==> src/rtl/uart_pkg.sv <==
// Shared definitions for the UART transmit arbitration slice: state encoding,
// default sizing and the byte width.
package uart_pkg;

  localparam int BYTE_W            = 8;
  localparam int DEF_NUM_REQ       = 4;
  localparam int DEF_START_TIMEOUT = 16;

  typedef enum logic [1:0] {
    IDLE       = 2'd0,
    WAIT_START = 2'd1,
    WAIT_DONE  = 2'd2
  } arb_state_t;

endpackage

==> src/rtl/uart_tx_arbiter_if.sv <==
// Requester and transmitter handshake bundle between byte producers, the
// arbiter and the shared UART transmitter.
interface uart_tx_arbiter_if
  import uart_pkg::*;
#(
  parameter int NUM_REQ = DEF_NUM_REQ
);

  logic [NUM_REQ-1:0]        req_valid;
  logic [BYTE_W*NUM_REQ-1:0] req_data;
  logic [NUM_REQ-1:0]        req_grant;
  logic                      Tx_BUSY;
  logic                      Tx_WR;
  logic [BYTE_W-1:0]         Tx_DATA;

  modport master (
    output req_valid, req_data, Tx_BUSY,
    input  req_grant, Tx_WR, Tx_DATA
  );

  modport slave (
    input  req_valid, req_data, Tx_BUSY,
    output req_grant, Tx_WR, Tx_DATA
  );

endinterface

==> src/rtl/uart_tx_arbiter_rr_picker.sv <==
// Combinational round-robin picker: first valid requester after owner,
// ascending with wrap. Reusable by any shared-resource controller.
module rr_picker #(
  parameter int NUM_REQ = 4,
  parameter int IDX_W   = $clog2(NUM_REQ)
) (
  input  logic [NUM_REQ-1:0] req_valid,
  input  logic [IDX_W-1:0]   owner,
  output logic               any_valid,
  output logic [IDX_W-1:0]   winner
);

  logic [IDX_W-1:0] cand_s;
  logic [IDX_W-1:0] pick_s;
  logic             found_s;
  logic             hit_s;

  // Scan owner+1 .. owner+NUM_REQ; the owner itself is visited last.
  always_comb begin
    cand_s  = owner;
    pick_s  = owner;
    found_s = 1'b0;
    hit_s   = 1'b0;
    for (int i = 1; i <= NUM_REQ; i++) begin
      cand_s  = IDX_W'((int'(owner) + i) % NUM_REQ);
      hit_s   = !found_s && req_valid[cand_s];
      pick_s  = hit_s ? cand_s : pick_s;
      found_s = found_s | hit_s;
    end
  end

  assign any_valid = |req_valid;
  assign winner    = pick_s;

endmodule

==> src/rtl/uart_tx_arbiter.sv <==
// Round-robin owner of the single UART transmitter: issues one Tx_WR per
// granted byte and follows Tx_BUSY through the frame before re-arbitrating.
module uart_tx_arbiter
  import uart_pkg::*;
#(
  parameter int NUM_REQ       = DEF_NUM_REQ,
  parameter int START_TIMEOUT = DEF_START_TIMEOUT,
  parameter int IDX_W         = $clog2(NUM_REQ)
) (
  input  logic             clk,
  input  logic             reset,
  uart_tx_arbiter_if.slave bus,
  output logic [IDX_W-1:0] owner,
  output logic             tx_timeout
);

  localparam int               CNT_W     = $clog2(START_TIMEOUT + 1);
  localparam logic [IDX_W-1:0] OWNER_RST = IDX_W'(NUM_REQ - 1);
  localparam logic [CNT_W-1:0] CNT_LAST  = CNT_W'(START_TIMEOUT);

  arb_state_t          state_r, state_s;
  logic [CNT_W-1:0]    cnt_r, cnt_s;
  logic                tx_wr_r, tx_wr_s;
  logic [BYTE_W-1:0]   tx_data_r, tx_data_s;
  logic [NUM_REQ-1:0]  grant_r, grant_s;
  logic [IDX_W-1:0]    owner_r, owner_s;
  logic                timeout_r, timeout_s;
  logic                any_valid_s;
  logic [IDX_W-1:0]    winner_s;

  rr_picker #(
    .NUM_REQ (NUM_REQ),
    .IDX_W   (IDX_W)
  ) u_picker (
    .req_valid (bus.req_valid),
    .owner     (owner_r),
    .any_valid (any_valid_s),
    .winner    (winner_s)
  );

  // Next state, start-timeout counter and next values of the output registers.
  always_comb begin
    state_s   = state_r;
    cnt_s     = cnt_r;
    tx_wr_s   = 1'b0;
    grant_s   = {NUM_REQ{1'b0}};
    tx_data_s = tx_data_r;
    owner_s   = owner_r;
    timeout_s = 1'b0;
    case (state_r)
      IDLE: begin
        if (any_valid_s && !bus.Tx_BUSY) begin
          tx_wr_s   = 1'b1;
          grant_s   = NUM_REQ'(1'b1) << winner_s;
          tx_data_s = bus.req_data[int'(winner_s)*BYTE_W +: BYTE_W];
          owner_s   = winner_s;
          cnt_s     = {CNT_W{1'b0}};
          state_s   = WAIT_START;
        end else begin
          state_s   = IDLE;
        end
      end
      WAIT_START: begin
        // Tx_BUSY takes priority over a timeout landing on the same edge.
        if (bus.Tx_BUSY) begin
          cnt_s     = {CNT_W{1'b0}};
          state_s   = WAIT_DONE;
        end else if ((cnt_r + CNT_W'(1'b1)) == CNT_LAST) begin
          cnt_s     = {CNT_W{1'b0}};
          timeout_s = 1'b1;
          state_s   = IDLE;
        end else begin
          cnt_s     = cnt_r + CNT_W'(1'b1);
        end
      end
      WAIT_DONE: begin
        if (!bus.Tx_BUSY) begin
          state_s = IDLE;
        end else begin
          state_s = WAIT_DONE;
        end
      end
      default: begin
        state_s = IDLE;
        cnt_s   = {CNT_W{1'b0}};
      end
    endcase
  end

  // State, counter and output registers.
  always_ff @(posedge clk) begin
    if (reset) begin
      state_r   <= IDLE;
      cnt_r     <= {CNT_W{1'b0}};
      tx_wr_r   <= 1'b0;
      tx_data_r <= 8'h00;
      grant_r   <= {NUM_REQ{1'b0}};
      owner_r   <= OWNER_RST;
      timeout_r <= 1'b0;
    end else begin
      state_r   <= state_s;
      cnt_r     <= cnt_s;
      tx_wr_r   <= tx_wr_s;
      tx_data_r <= tx_data_s;
      grant_r   <= grant_s;
      owner_r   <= owner_s;
      timeout_r <= timeout_s;
    end
  end

  assign bus.Tx_WR     = tx_wr_r;
  assign bus.Tx_DATA   = tx_data_r;
  assign bus.req_grant = grant_r;
  assign owner         = owner_r;
  assign tx_timeout    = timeout_r;

endmodule

==> src/flat_wrapper.sv <==
// flat-port wrapper written by rule: the top's interface ports become plain ports
module uart_tx_arbiter_flat import uart_pkg::*;
#(
  parameter int NUM_REQ       = DEF_NUM_REQ,
  parameter int START_TIMEOUT = DEF_START_TIMEOUT,
  parameter int IDX_W         = $clog2(NUM_REQ)
)
  (clk, reset, owner, tx_timeout, bus_req_valid, bus_req_data, bus_Tx_BUSY, bus_req_grant, bus_Tx_WR, bus_Tx_DATA);
  uart_tx_arbiter_if #(.NUM_REQ(NUM_REQ)) bus_i ();
  input  logic clk;
  input  logic reset;
  output logic [IDX_W-1:0] owner;
  output logic tx_timeout;
  input wire logic [$bits(bus_i.req_valid)-1:0] bus_req_valid;
  input wire logic [$bits(bus_i.req_data)-1:0] bus_req_data;
  input wire logic [$bits(bus_i.Tx_BUSY)-1:0] bus_Tx_BUSY;
  output wire logic [$bits(bus_i.req_grant)-1:0] bus_req_grant;
  output wire logic [$bits(bus_i.Tx_WR)-1:0] bus_Tx_WR;
  output wire logic [$bits(bus_i.Tx_DATA)-1:0] bus_Tx_DATA;
  assign bus_i.req_valid = bus_req_valid;
  assign bus_i.req_data = bus_req_data;
  assign bus_i.Tx_BUSY = bus_Tx_BUSY;
  assign bus_req_grant = bus_i.req_grant;
  assign bus_Tx_WR = bus_i.Tx_WR;
  assign bus_Tx_DATA = bus_i.Tx_DATA;
  uart_tx_arbiter #(.NUM_REQ(NUM_REQ), .START_TIMEOUT(START_TIMEOUT), .IDX_W(IDX_W)) u_core (.clk(clk), .reset(reset), .bus(bus_i), .owner(owner), .tx_timeout(tx_timeout));
endmodule
==> config.mk <==
export PLATFORM = sky130hd
export DESIGN_NAME = uart_tx_arbiter_flat
export DESIGN_NICKNAME = d
export VERILOG_FILES = /design/src/rtl/uart_pkg.sv /design/src/rtl/uart_tx_arbiter_if.sv /design/src/rtl/uart_tx_arbiter_rr_picker.sv /design/src/rtl/uart_tx_arbiter.sv /design/src/flat_wrapper.sv
export SDC_FILE = /design/constraint.sdc
export NUM_CORES = 1
export LEC_CHECK = 0
export ABC_AREA = 1
export BUFFER_PORTS_ARGS = -buffer_cell sky130_fd_sc_hd__buf_4
export CAP_MARGIN = 5
export CORE_MARGIN = 3
export CORE_UTILIZATION = 46
export CTS_BUF_LIST = sky130_fd_sc_hd__clkbuf_2
export CTS_CLUSTER_SIZE = 14
export DETAILED_ROUTE_END_ITERATION = 16
export GPL_ROUTABILITY_DRIVEN = 1
export MAX_ROUTING_LAYER = met4
export PLACE_DENSITY = 0.72
export SYNTH_ARGS = -nofsm -noshare
export SYNTH_HDL_FRONTEND = slang
export SYNTH_SLANG_ARGS = --single-unit
==> constraint.sdc <==
create_clock -name clk -period 2.05 [get_ports clk]
set_clock_uncertainty 0.05 [all_clocks]
set_input_delay 0.205 -clock clk [delete_from_list [all_inputs] [get_ports clk]]
set_output_delay 0.205 -clock clk [all_outputs]
set_load 0.05 [all_outputs]
### Word level (Yosys, flattened, before mapping)

Cells that the tools add are included.

* flip-flop bits (word level): 23
* latch bits: 0
* RAM bits: 0
* ROM bits: 0
* input port bits: 39
* word-level logic and storage cells: 67
* memories: 0

* add/sub/neg operators: 5
* multipliers: 0
* div/mod/pow operators: 0
* magnitude comparators: 4
* equal/unequal tests: 5
* shift operators: 2
* muxes and demuxes: 23
* bitwise logic cells: 6
* reduce and logical (&&, ||, !) cells: 15

Operators with widths (number)
* $shiftx 32x6->8: 1
* $mux 5: 3
* $pmux 5 s3: 1
* $mux 2: 7
* $lt 2x3->1 const B: 4
* $bmux 1 s2: 4
* $mux 1: 7
* $pmux 2 s3: 1
* $reduce_or 3->1: 2
* $add 5x1->5 const B: 1
* $eq 5x5->1 const B: 1
* $add 2x1->2 const B: 2
* $add 2x2->2 const B: 2
* $logic_and 1x1->1: 4
* $logic_not 1->1: 4
* $not 1->1: 4
* $reduce_and 2->1: 2
* $reduce_or 4->1: 1
* $shl 1x2->4 const A: 1
* $ne 3x2->1 const B: 1
* $eq 2x1->1 const B: 1
* $eq 2x2->1 const B: 1
* $logic_not 2->1: 1
* $ne 2x1->1 const B: 1
* other kinds (2): 3

### Depth between registers and ports, before layout

Gate-level depths: netlist of run 1.

* word-level depth: 13
* mapped depth: 15
* gate-level depth less buffers: 14

### Modules after synthesis

From an unflattened synthesis of run 1, not the netlist that was laid out.

* cells, all modules: 216
* area total of the unflattened synthesis: 1527.7 sq um

By module, submodules not included
* uart_tx_arbiter: times used 1, cells each 172, area an instance 1273.7 sq um, seq. area each 460.4 sq um
* rr_picker: times used 1, cells each 44, area an instance 254.0 sq um, seq. area each 0.0 sq um

### Worst setup path after synthesis of run 1

No wires, ideal clock.

* path type: reg2reg
* start point: register u_core.owner_r[0], in the netlist u_core.owner[0]
* end point: register u_core.tx_data_r[6], in the netlist u_core.bus.Tx_DATA[6]
* arrival: 1.846 ns
* data required time: 1.868 ns
* setup slack: 0.021 ns
* stages on the path, launching flop included: 16
* buffers on the path: 2
* clock period less this slack: 2.029 ns
* cell sequence: dfxtp_1 > buf_6 > inv_6 > nand2_1 > nand2_2 > nand2_2 > nand2_2 > inv_4 > nand2_4 > nand2_4 > buf_8 > nand3_1 > nand2_1 > nand2_1 > nand3_1 > a21oi_1

* longest elaborated chain between the ends: 13
* elaborated cells on any way between the ends: 25
* classes of those cells: add/sub: 4; shift: 1; mux: 12; bitwise: 2; reduce/logical: 6

RTL lines
* start, declared: RTL line uart_tx_arbiter.sv:26 `logic [IDX_W-1:0] owner_r, owner_s;`
* start signal, assigned: RTL line uart_tx_arbiter.sv:106 `owner_r <= owner_s;`
* $add 2x1->2: RTL line uart_tx_arbiter_rr_picker.sv:25 `cand_s = IDX_W'((int'(owner) + i) % NUM_REQ);`
* $bmux 1 s2: RTL line uart_tx_arbiter_rr_picker.sv:26 `hit_s = !found_s && req_valid[cand_s];`
* $mux 1 (not written as such): RTL line uart_tx_arbiter_rr_picker.sv:26
* $logic_not 1->1: RTL line uart_tx_arbiter_rr_picker.sv:26
* $logic_and 1x1->1: RTL line uart_tx_arbiter_rr_picker.sv:26
* $or 1x1->1: RTL line uart_tx_arbiter_rr_picker.sv:28 `found_s = found_s | hit_s;`
* $logic_not 1->1: RTL line uart_tx_arbiter_rr_picker.sv:26
* $logic_and 1x1->1: RTL line uart_tx_arbiter_rr_picker.sv:26
* $or 1x1->1: RTL line uart_tx_arbiter_rr_picker.sv:28
* $logic_not 1->1: RTL line uart_tx_arbiter_rr_picker.sv:26
* $logic_and 1x1->1: RTL line uart_tx_arbiter_rr_picker.sv:26
* $mux 2 (*): RTL line uart_tx_arbiter_rr_picker.sv:27 `pick_s = hit_s ? cand_s : pick_s;`
* $shiftx 32x6->8 (*): RTL line uart_tx_arbiter.sv:55 `tx_data_s = bus.req_data[int'(winner_s)*BYTE_W +: BYTE_W];`
* end signal, assigned: RTL line uart_tx_arbiter.sv:104 `tx_data_r <= tx_data_s;`
* end, declared: RTL line uart_tx_arbiter.sv:24 `logic [BYTE_W-1:0] tx_data_r, tx_data_s;`

Mark *: on every way between the ends. The rest lies on a longest branch, timed or not. The select of a mux whose other input is x is not followed.
A chain may end at the register's enable or synchronous reset.

### Worst setup path after layout of run 1

* start point: register u_core.owner_r[0], in the netlist u_core.owner[0]
* end point: register u_core.tx_data_r[0], in the netlist u_core.bus.Tx_DATA[0]

Same word-level chain as after synthesis.

==> impl_metrics.csv, run 1 <==
group,metric,value,unit
place,dp_hpwl,3050,um
cts,cts_tree,"done",
routing,wl_per_cell,11.4,um
sta,fmax,544,MHz
layout,seqCellArea,465,sq um
worst_setup_path,cp-start-kind,"flop",
grt,grt_max_degree,18,
sta,timing_max_transition_violations_final,0,
sta,finalSetupTns,0,ns
place,gp_congestion,0.871,
power,powerDensity,915,nW/um^2
hold_path,worst_hold_path.endpoint,"u_core.bus.Tx_DATA[4]",
worst_setup_path,cp_slowest_stage_delay,0.44,ns
power,p_leak,1.09,nW
layout,drive_gt1_share,30.4,%
layout,fillers,323,
sta,min_period_over_period,89.6,%
sta,min_period,1.84,ns
sta,setup_viol,0,
grt,grt.total_usage,20.0,%
die,die_area,4250,sq um
worst_setup_path,ff2ff_setup_slack,0.21,ns
hold_path,worstHoldStart,"reset",
yosys,ys_seq_area_share,28.5,%
yosys,yosys_warnings,0,
routing,finalWirelength,3860,um
yosys,synthDistinctLibCells,26,
die,core-area,3200,sq um
cts,cts_buffer_depth,2,
cts,post_cts_buffers,0,
worst_setup_path,endpoint_kind,"flop",
yosys,synth_area,1610,sq um
status,status,"finished clean",
die,initial_core_util,50.4,%
grt,antenna_found_initial,0,
hold_path,hold_path.class,"in2reg",
routing,num_vias,1675,
grt,grt-ovfl-total,0,
routing,drc,0,
cts,clockRootBuffer,"clkbuf_2",
yosys,netlist_instances,242,
yosys,syn_nets,286,
die,die_h,65.2,um
grt,grtUsageMet2,31.0,%
cts,numClockSinks,23,
hold_path,worstHoldPathCells,2,
yosys,synth-edff-count,0,
yosys,synthFlopType,"dfxtp_1",
layout,syn_to_final_growth,27.9,%
sta,finalHoldViolCount,0,
worst_setup_path,worstReg2RegStart,"u_core.owner[0]",
cts,numCtsBuffers,3,
worst_setup_path,rr_endpoint,"u_core.bus.Tx_DATA[0]",
grt,grt_pass1_wl,6760,um
layout,multi_input_area,947,sq um
layout,nets,341,
yosys,synth.avg_cell_area,6.66,sq um
die,rows,20,
worst_setup_path,crit_path_max_fanout,10,
routing,drt_pass1_iterations,4,
die,ios,55,
power,max-vdd-ir-drop,0.600,mV
worst_setup_path,worst_ep_arrival_time,2.06,ns
grt,met1_usage,26.5,%
routing,ant_nets,0,
grt,busiest_layer,"met2",
yosys,synthArstFlopShare,0,%
worst_setup_path,critical_path_class,"reg2reg",
cts,clock_latency,0.33,ns
worst_setup_path,path_cells,"inv_6, nand2_1, nand3_1, nand2_1, nand2_4, nand2_1, nand2_1, nand2_1, nand2_4, inv_2, nand2_1, nand3_1, a21oi_1",
layout,antennaDiodeCount,0,
yosys,ys_ff_latch,23,
grt,grt_pass1_vias,1593,
routing,viasPerCell,4.93,
cts,htreeDepth,1,
grt,groute.layer.met3.usage,4.62,%
worst_setup_path,reg2reg_depth,13,
worst_setup_path,cpMaxStageDelayCell,"dfxtp_4",
worst_setup_path,crit_top_cell,"nand2_1",
sta,slew_headroom,77.4,%
die,die_w,65.2,um
routing,drt_iter0_drc,94,
cts,hold_buffers,0,
power,power,0.00189,W
place,port_buffers,54,
sta,rsz0062_at_grt,"no",
job,max_cap_viol_count,0,
sta,worstMarginPinSlew,0.338,ns
cts,clkTransAtPathRegs,0.22,ns
worst_setup_path,cp.required,2.28,ns
state kept, by name, summed over array words and instances (netlist names):
register,cells
u_core.bus.Tx_DATA,8
u_core.cnt_r,5
u_core.bus.req_grant,4
u_core.owner,2
u_core.state_r,2
u_core.bus.Tx_WR,1
u_core.tx_timeout,1
placed cells by master (no fill, tap or decap), types with 4 or more instances in the layout:
master   count
dfxtp_1     21
nand3_1     45
nand4_1      4
nor2_1      15
o21ai_0      5
a21oi_1     13
buf_4       57
nand2_4      5
nand2_1     59
nand3_2      8
inv_1       34
ha_1         5
nand2_2      8
where the power goes:
part / internal (W) / total [W] / switching, W
combinational: 0.000381 / 0.00115 / 0.000768
sequential: 0.000511 / 0.000558 / 0.0000478
clock: 0.0000442 / 0.000180 / 0.000136
metal layers:
| metal | share of wire, % | routed length, um |
|---|---|---|
| met5 | 0 | 0 |
| met4 | 1.4 | 55 |
| met3 | 8.1 | 312 |
| met2 | 44 | 1680 |
| met1 | 47 | 1810 |
timing repair:
action	4_1_cts	5_1_grt
gates resized for setup	1	3
cloned	0	0
pin swaps	0	0
setup endpoints to repair	3	8
layout make-up:
class,instances,area share (%)
repair buffers,57,20.8
clock inverters,1,0.243
multi-input cells,175,45.9
well taps,44,2.67
clock buffers,3,0.728
inverters,37,7.10
flip-flops and latches,23,22.6
how the worst max path moves through the flow:
stage / endpoint / cells after the start / startpoint / slack (ns)
CTS: u_core.bus.Tx_DATA[0] / 14 / u_core.owner[1] / 0.1
detailed placement: u_core.bus.Tx_DATA[0] / 13 / u_core.owner[0] / 0.05
floorplan: u_core.bus.Tx_DATA[6] / 15 / u_core.owner[0] / 0.02
global placement: u_core.bus.Tx_DATA[2] / 13 / u_core.owner[0] / 0.08
finish: u_core.bus.Tx_DATA[0] / 13 / u_core.owner[0] / 0.21
global route: u_core.bus.Tx_DATA[1] / 14 / u_core.owner[1] / 0.003
Yosys cell counts, types with 2 or more instances:
master / number / share of area [%]
nand2_2: 9 / 3.5
nor2_1: 15 / 3.5
buf_6: 3 / 2.1
nand3_1: 45 / 14
nand4_1: 4 / 1.6
nand2_1: 59 / 14
dfxtp_1: 23 / 29
nand3_4: 2 / 2.2
inv_1: 34 / 7.9
a21oi_1: 13 / 4.0
ha_1: 5 / 3.9
o21ai_0: 5 / 1.6
clkbuf_1: 2 / 0.47
nand2_4: 4 / 2.8
nand3_2: 8 / 5.0
metrics by stage:
| stage | cell area (sq um) | worst slack, ns | hold slack (ns) | instances | util [%] |
|---|---|---|---|---|---|
| after floorplan | 1610 | 0.0213 | 0.260 | 242 | - |
| after global placement | 2030 | 0.0824 | 0.412 | 336 | 63.4 |
| after detailed placement | 2030 | 0.0473 | 0.412 | 336 | 63.4 |
| after CTS | 2050 | 0.0978 | 0.0638 | 340 | 64.1 |
| after global routing | 2060 | 0.00317 | 0.0685 | 340 | 64.4 |
| final | 2060 | 0.213 | 0.0833 | 340 | 64.4 |
critical path: cells and delay by family (launching register included):
kind,cells,cell delay (ns)
AOI/OAI and AO/OA,1,0.15
buffers and inverters,2,0.22
DFF,1,0.44
and+or+nand+nor,10,0.93
cells by family after synthesis:
logic type,Yosys count,synth area share [%]
AOI/OAI and AO/OA,21,6.90
xor gates and xnor gates,2,1.09
DFF,23,28.5
adders and majority gates,5,3.88
and+or+nand+nor,147,46.5
buffers and inverters,44,13.0
Note: power is estimated with default switching activity, not from simulation.
==> run 2: changes to the inputs <==
--- a/config.mk
+++ b/config.mk
@@ -17,4 +17,5 @@
 export MAX_ROUTING_LAYER = met4
 export PLACE_DENSITY = 0.72
+export REMOVE_ABC_BUFFERS = 1
 export SYNTH_ARGS = -nofsm -noshare
 export SYNTH_HDL_FRONTEND = slang
==> constraint.sdc (replaced) <==
create_clock -name clk -period 2.05 [get_ports clk]
set_clock_uncertainty 0.05 [all_clocks]
set_input_delay 0.1025 -clock clk [delete_from_list [all_inputs] [get_ports clk]]
set_output_delay 0.1025 -clock clk [all_outputs]
set_load 0.05 [all_outputs]
==> impl_metrics.csv, run 2 (synthesis gave the netlist of run 1 again) <==
group,metric,value,unit
power,max-vdd-ir-drop,0.577,mV
worst_setup_path,critical_path_class,"reg2reg",
layout,multi_input_area,947,sq um
die,rows,20,
layout,drive_gt1_share,30.2,%
layout,final_util,65.1,%
power,p_sw_share,50.4,%
power,power_frac_seq,29.5,%
worst_setup_path,crit_path_max_fanout,10,
power,p_int,0.000939,W
layout,syn_to_final_growth,29.2,%
grt,busiest_layer,"met2",
power,power,0.00189,W
sta,finalHoldViolCount,0,
sta,finalSetupTns,0,ns
layout,fillers,351,
sta,setup_viol,0,
cts,htreeDepth,1,
worst_setup_path,cp.required,2.24,ns
status,status,"finished clean",
grt,grt_pass1_vias,1594,
hold_path,hold_path.class,"in2reg",
layout,most-common-layout-cells,"59 x nand2_1, 57 x buf_4, 45 x nand3_1",
worst_setup_path,endpoint_kind,"flop",
layout,seqCellArea,468,sq um
routing,drt_iter0_drc,92,
routing,drt_pass1_iterations,4,
grt,grt_pass1_wl,6950,um
grt,groute.layer.met3.usage,4.62,%
cts,cts_tree,"done",
routing,finalWirelength,4010,um
power,p_sw,0.000955,W
cts,numClockSinks,23,
place,gp_congestion,0.877,
grt,met1_usage,26.7,%
job,max_cap_viol_count,0,
grt,grtUsageMet2,34.3,%
layout,antennaDiodeCount,0,
power,power_frac_clock,9.4,%
sta,fmax,547,MHz
cts,numCtsBuffers,3,
worst_setup_path,cp-start-kind,"flop",
grt,antenna_found_initial,0,
power,p_leak,1.10,nW
grt,grt_max_degree,18,
layout,final_common_cell,"nand2_1",
routing,num_vias,1689,
die,core-area,3200,sq um
die,die_w,65.2,um
cts,clock_latency,0.34,ns
cts,clkTransAtPathRegs,0.22,ns
routing,wl_per_cell,11.7,um
power,pwr-share-comb,61.1,%
sta,min_period_over_period,89.1,%
sta,worstMarginPinSlew,0.338,ns
worst_setup_path,worst_ep_arrival_time,2.02,ns
layout,nets,343,
cts,cts_buffer_depth,2,
power,powerDensity,909,nW/um^2
cts,clockRootBuffer,"clkbuf_2",
sta,slew_headroom,77.4,%
sta,rsz0062_at_grt,"no",
sta,timing_max_transition_violations_final,0,
routing,viasPerCell,4.94,
sta,min_period,1.83,ns
grt,grt-ovfl-total,0,
routing,ant_nets,0,
die,ios,55,
sta,hold_ws,0.110,ns
grt,grt.total_usage,20.9,%
die,die_area,4250,sq um
die,initial_core_util,50.4,%
die,die_h,65.2,um
layout,largest_register_ffs,8,
routing,drc,0,
cts,post_cts_buffers,0,
place,port_buffers,54,
place,dp_hpwl,3120,um
run 2: worst max-delay path: stages, from the launching register on:
cell     delay (ns)
dfxtp_4        0.42
inv_1          0.13
nand2_1        0.09
nand2_2        0.09
nand2_1        0.06
nand2_2        0.08
nand2_4        0.08
nand2_1        0.07
nand2_1        0.04
nand2_1        0.09
nand2_4        0.11
inv_2          0.17
nand2_1        0.08
nand3_1        0.08
a21oi_1        0.07
run 2: power by group through the flow:
stage / sequential, W / combinational [W] / clock (W)
5_1_grt: 0.000566 / 0.00130 / 0.000207
2_1_floorplan: 0.000754 / 0.000641 / 0
6_report: 0.000558 / 0.00116 / 0.000178
3_5_place_dp: 0.000564 / 0.00114 / 0
4_1_cts: 0.000555 / 0.00115 / 0.000187
3_3_place_gp: 0.000565 / 0.00113 / 0
run 2: repair_timing:
action,CTS,global route
gates resized for setup,0,5
hold endpoints to repair,10,0
endpoints found under the setup margin,0,13
hold buffers,2,0
run 2: per-stage QoR:
stage	cells	worst slack [ns]	instance area (sq um)
detailed placement	336	0.0996	2030
global placement	336	0.119	2030
global route	342	0.00923	2080
floorplan	235	-0.102	1550
finish	342	0.223	2080
CTS	342	0.0557	2070
run 2: cell type report:
class                      count  share of cell area [%]
multi-input combinational    175                    45.4
sequential                    23                    22.4
timing repair buffer          59                    21.5
inverter                      37                    7.02
tap                           44                    2.64
clock buffer                   3                   0.720
clock inverter                 1                   0.240
run 2: routing by layer:
metal,share of wire (%),vias up
met5,0,-
met4,0.57,0
met3,5.6,4
met2,48,45
met1,46,752
li1,-,888
run 2: final timing paths:
path,from,to,slack (ns),cells past startpoint
hold reg to reg,u_core.bus.Tx_DATA[3],u_core.bus.Tx_DATA[3],0.43,2
setup / recovery,u_core.owner[1],u_core.bus.Tx_DATA[6],0.22,14
setup reg to reg,u_core.owner[1],u_core.bus.Tx_DATA[6],0.22,14
hold / removal,bus_req_data[4],u_core.bus.Tx_DATA[4],0.11,5
